--- config.mk ---
export PLATFORM = sky130hd
export DESIGN_NAME = fft_sym_ctrl
export DESIGN_NICKNAME = d
export VERILOG_FILES = /design/src/rtl/fft_sym_ctrl.sv
export SDC_FILE = /design/constraint.sdc
export NUM_CORES = 1
export LEC_CHECK = 0
export ABC_AREA = 0
export ABC_CLOCK_PERIOD_IN_PS = 3400
export CORE_ASPECT_RATIO = 0.6
export CORE_MARGIN = 4
export CORE_UTILIZATION = 52
export DETAILED_ROUTE_END_ITERATION = 8
export PLACE_DENSITY = 0.85
export SYNTH_ARGS = -nofsm -noshare
export SYNTH_HDL_FRONTEND = slang
export SYNTH_SLANG_ARGS = --single-unit
--- constraint.sdc ---
create_clock -name clk -period 3.4 [get_ports clk]
set_input_delay 0.51 -clock clk [delete_from_list [all_inputs] [get_ports clk]]
set_output_delay 0.51 -clock clk [all_outputs]
set_load 0.02 [all_outputs]
--- src/rtl/fft_sym_ctrl.sv ---
// Symbol sequencer ahead of the 128-point FFT and bit-reverse reorder stage.
// Gates samples into N-sample bursts and holds input off until readout ends.
module fft_sym_ctrl #(
    parameter int WIDTH = 18,
    parameter int N     = 128,
    parameter int LOG2N = 7,
    parameter int SYMS  = 14,
    parameter int TMO   = 1024
) (
    input  logic             clk,
    input  logic             rst,
    input  logic             start,
    input  logic             abort,
    input  logic             in_valid,
    output logic             in_ready,
    input  logic [WIDTH-1:0] in_re,
    input  logic [WIDTH-1:0] in_im,
    output logic             fft_en,
    output logic [WIDTH-1:0] fft_re,
    output logic [WIDTH-1:0] fft_im,
    input  logic             ro_en,
    output logic             busy,
    output logic [3:0]       sym_idx,
    output logic             sym_done,
    output logic             slot_done,
    output logic             err_underrun,
    output logic             err_timeout
);

    localparam int CW = LOG2N + 1;
    localparam int TW = $clog2(TMO);

    typedef enum logic [1:0] {
        IDLE  = 2'd0,
        LOAD  = 2'd1,
        DRAIN = 2'd2
    } state_t;

    state_t          state_q;
    logic [CW-1:0]   ld_cnt_q;
    logic [CW-1:0]   ro_cnt_q;
    logic [TW-1:0]   tmo_cnt_q;
    logic [3:0]      sym_idx_q;
    logic            fft_en_q;
    logic [WIDTH-1:0] fft_re_q;
    logic [WIDTH-1:0] fft_im_q;
    logic            sym_done_q;
    logic            slot_done_q;
    logic            err_und_q;
    logic            err_tmo_q;

    logic [CW-1:0]   ro_cnt_d;
    assign ro_cnt_d = ro_cnt_q + 1'b1;

    always_ff @(posedge clk or posedge rst) begin
        if (rst) begin
            state_q     <= IDLE;
            ld_cnt_q    <= '0;
            ro_cnt_q    <= '0;
            tmo_cnt_q   <= '0;
            sym_idx_q   <= '0;
            fft_en_q    <= 1'b0;
            fft_re_q    <= '0;
            fft_im_q    <= '0;
            sym_done_q  <= 1'b0;
            slot_done_q <= 1'b0;
            err_und_q   <= 1'b0;
            err_tmo_q   <= 1'b0;
        end else begin
            fft_en_q    <= 1'b0;
            fft_re_q    <= '0;
            fft_im_q    <= '0;
            sym_done_q  <= 1'b0;
            slot_done_q <= 1'b0;
            if (abort) begin
                // error flags survive an abort so software can still read them
                state_q   <= IDLE;
                ld_cnt_q  <= '0;
                ro_cnt_q  <= '0;
                tmo_cnt_q <= '0;
                sym_idx_q <= '0;
            end else begin
                unique case (state_q)
                    IDLE: begin
                        if (start) begin
                            state_q   <= LOAD;
                            ld_cnt_q  <= '0;
                            ro_cnt_q  <= '0;
                            tmo_cnt_q <= '0;
                            sym_idx_q <= '0;
                            err_und_q <= 1'b0;
                            err_tmo_q <= 1'b0;
                        end
                    end
                    LOAD: begin
                        if (in_valid) begin
                            fft_en_q <= 1'b1;
                            fft_re_q <= in_re;
                            fft_im_q <= in_im;
                            ld_cnt_q <= ld_cnt_q + 1'b1;
                            if (ld_cnt_q == CW'(N - 1)) begin
                                state_q   <= DRAIN;
                                ro_cnt_q  <= '0;
                                tmo_cnt_q <= '0;
                            end
                        end else if (ld_cnt_q != '0) begin
                            // partial symbol still drains a full N outputs
                            err_und_q <= 1'b1;
                            state_q   <= DRAIN;
                            ro_cnt_q  <= '0;
                            tmo_cnt_q <= '0;
                        end
                    end
                    DRAIN: begin
                        if (ro_en) begin
                            tmo_cnt_q <= '0;
                            ro_cnt_q  <= ro_cnt_d;
                            if (ro_cnt_d == CW'(N)) begin
                                if (sym_idx_q == 4'(SYMS - 1)) begin
                                    slot_done_q <= 1'b1;
                                    state_q     <= IDLE;
                                end else begin
                                    sym_done_q <= 1'b1;
                                    sym_idx_q  <= sym_idx_q + 1'b1;
                                    ld_cnt_q   <= '0;
                                    ro_cnt_q   <= '0;
                                    state_q    <= LOAD;
                                end
                            end
                        end else if (tmo_cnt_q == TW'(TMO - 1)) begin
                            err_tmo_q <= 1'b1;
                            state_q   <= IDLE;
                        end else begin
                            tmo_cnt_q <= tmo_cnt_q + 1'b1;
                        end
                    end
                    default: state_q <= IDLE;
                endcase
            end
        end
    end

    assign in_ready     = (state_q == LOAD);
    assign busy         = (state_q != IDLE);
    assign fft_en       = fft_en_q;
    assign fft_re       = fft_re_q;
    assign fft_im       = fft_im_q;
    assign sym_idx      = sym_idx_q;
    assign sym_done     = sym_done_q;
    assign slot_done    = slot_done_q;
    assign err_underrun = err_und_q;
    assign err_timeout  = err_tmo_q;

endmodule

==> flow_summary.ini <==
[setup_path]
reg2regPathDepth = 6
critPathMaxFanout = 10
r2r_end = ro_cnt_q[4]
start_kind = flip-flop
critical_path_arrival_ns = 2.79
r2r-start = ro_cnt_q[0]
reg2reg_setup_slack_ns = 0.86
cp.required_ns = 3.65
criticalPathCategory = flip-flop to flip-flop
cp-end-kind = flip-flop

[clocking]
cts.htree.levels = 3
clkSinkCount = 73
cts_buffer_depth = 2
worst_skew_pair.late_latency_ns = 0.35
cts_resized = 0
ctsHoldBuffers = 0
cts.root.buffer_cell = clkbuf_8
clk_pin_slew_ns = 0.08
numCtsBuffers = 9
cts_tree = yes
cts_setup_buffers = 0

[place]
place_ws_ns = 0.577
placed_area_sq_um = 4350
hpwl_um = 6000
place_congestion = 0.891
io_buffer_count = 88

[global_routing]
grt_antenna_before_repair = 0
grt_max_degree = 44
grt_pass1_vias = 2713
grt_usage = 0.219
overflow = 0
grt_first_pass_wirelength_um = 13700

[cells_and_area]
fin_util = 0.733
fillCellCount = 480
nets = 470
layout_commonest_cell = clkdlybuf4s50_1
antenna_cells = 0
syn_to_final_growth_pct = 34.9
design_area_sq_um = 4560
drive_gt1_frac = 0.0820
layout_common_cells = clkdlybuf4s50_1 (88), dfrtp_1 (73), and2_1 (37)

[yosys]
async_flop_share = 1.00
syn_inst = 331
synth-seq-cells = 73
ys_seq_area_frac = 0.540
syn_area_sq_um = 3380
avgSynthCellArea_sq_um = 10.2
synth.distinct_cells = 50
ys.warnings.count = 0
synth-main-ff-cell = dfrtp_1
synth_edf_count = 0
syn-num-nets = 379

[die]
die_h_um = 70.5
initial_core_util = 0.544
rows = 22
fp.dieW_um = 112
coreArea_sq_um = 6220
die-area_sq_um = 7900
ios = 89

[route]
wire_per_inst_um = 16.1
drtPass1Iterations = 5
vias = 2825
routed_via_density = 5.53
drt_iter0_drc = 298
wl_um = 8230
remaining_drc_errors = 0
ant_nets = 0

[pwr]
p_switching_w = 0.000736
power.share.clock = 0.306
powerDensity_nw_per_um2 = 508
ir_worst_vdd_uv = 264
intPower_w = 0.00158
switching_share = 0.318
p_seq_frac = 0.431
pwr-share-comb = 0.263
power.leakage_nw = 1.99

[min_path]
min_from = tmo_cnt_q[8]
holdPathEnd = tmo_cnt_q[8]
min_path_cells = 1
hold_path.class = flip-flop to flip-flop

[timing]
fin_crit_ns = 2.54
max_freq_mhz = 394
tightest_slew_ns = 0.845
rsz0062_at_grt = no
worst_clock_skew_ns = 0.0110
max-slew-margin-rel = 0.422
hold_violations = 0
setup_ws_ns = 0.860
finalSetupTns_ns = 0
period_share = 0.747
report.final.slew_viol_count = 0
final-setup-viol-count = 0

[job]
drv_cap = 0

[status]
outcome = finished clean
[critical path, cell delays in order (launching register included)]
cell,delay (ns)
dfrtp_1,0.45
ha_1,0.32
and3b_1,0.20
o2111a_1,0.28
o21ai_1,0.49
or3b_1,0.46
o31ai_1,0.24
[logic make-up after synthesis]
| family | share of synthesized area |
|---|---|
| buffers and inverters | 0.0451 |
| flip-flops | 0.540 |
| XOR/XNOR | 0.00259 |
| multiplexers | 0.0122 |
| AND/OR/NAND/NOR | 0.232 |
| adder cells (fa/ha/maj) | 0.0222 |
| AO/OA/AOI/OAI | 0.145 |
[stage by stage]
step / power [W] / hold slack [ns] / cells
6_report: 0.00232 / 0.540 / 511
5_1_grt: 0.00244 / 0.570 / 511
4_1_cts: 0.00233 / 0.545 / 511
3_5_place_dp: 0.00162 / 0.521 / 495
3_3_place_gp: 0.00160 / 0.513 / 495
2_1_floorplan: 0.00137 / 0.477 / 331
[sequential cells by signal, indices dropped and copies added (netlist names), 2 cells and up]
register and count:
sym_idx 4, ld_cnt_q 8, ro_cnt_q 8, fft_im 18, state_q 2, tmo_cnt_q 10
fft_re 18
[power groups by stage]
stage | sequential [W] | clock (W) | combinational, W
floorplan | 0.00102 | 0 | 0.000343
global placement | 0.00101 | 0 | 0.000588
detailed placement | 0.00101 | 0 | 0.000603
CTS | 0.000997 | 0.000727 | 0.000608
global route | 0.00101 | 0.000771 | 0.000662
finish | 0.000999 | 0.000709 | 0.000609
[final cells by class]
class | instances | area [sq um] | share of cell area
sequential | 73 | 1830 | 0.401
tap | 84 | 105 | 0.0230
clock inverter | 5 | 62.6 | 0.0137
multi-input combinational | 223 | 1400 | 0.308
inverter | 19 | 71.3 | 0.0156
timing repair buffer | 96 | 941 | 0.206
clock buffer | 11 | 151 | 0.0332
[metal layers]
metal  routed length [um]  track usage  vias up
li1                     -            -     1360
met1                 3620        0.302     1337
met2                 3680        0.312      115
met3                  820       0.0978       13
met4                  113       0.0600        0
met5                    0            0        -
[worst max-delay path by stage]
stage,from,end,slack [ns],depth (start not counted)
5_1_grt,ro_cnt_q[2],ld_cnt_q[4],0.71,5
4_1_cts,ro_cnt_q[0],ro_cnt_q[4],0.89,6
2_1_floorplan,rst,err_timeout,1.04,1
3_5_place_dp,ro_en,tmo_cnt_q[9],0.58,6
6_report,ro_cnt_q[0],ro_cnt_q[4],0.86,6
3_3_place_gp,ro_en,state_q[1],0.67,6
[synth_stat cells (all sizes together), types with 3 or more instances]
library cell | number | area share
a21oi | 9 | 0.013
a31oi | 8 | 0.015
and2 | 37 | 0.068
and3 | 4 | 0.0074
buf | 5 | 0.012
clkbuf | 11 | 0.012
dfrtp | 73 | 0.54
ha | 6 | 0.022
inv | 19 | 0.021
mux2i | 3 | 0.0089
nand2 | 25 | 0.028
nand2b | 4 | 0.0074
nand3 | 19 | 0.028
nand4 | 4 | 0.0074
nor2 | 14 | 0.016
nor3 | 8 | 0.012
nor3b | 3 | 0.0081
nor4 | 4 | 0.014
o211ai | 5 | 0.011
o21ai | 20 | 0.030
o22ai | 3 | 0.0055
o31ai | 14 | 0.031
o41ai | 3 | 0.0078
or2 | 4 | 0.0074
or4 | 5 | 0.011
Power figures use the tool's default switching activity.
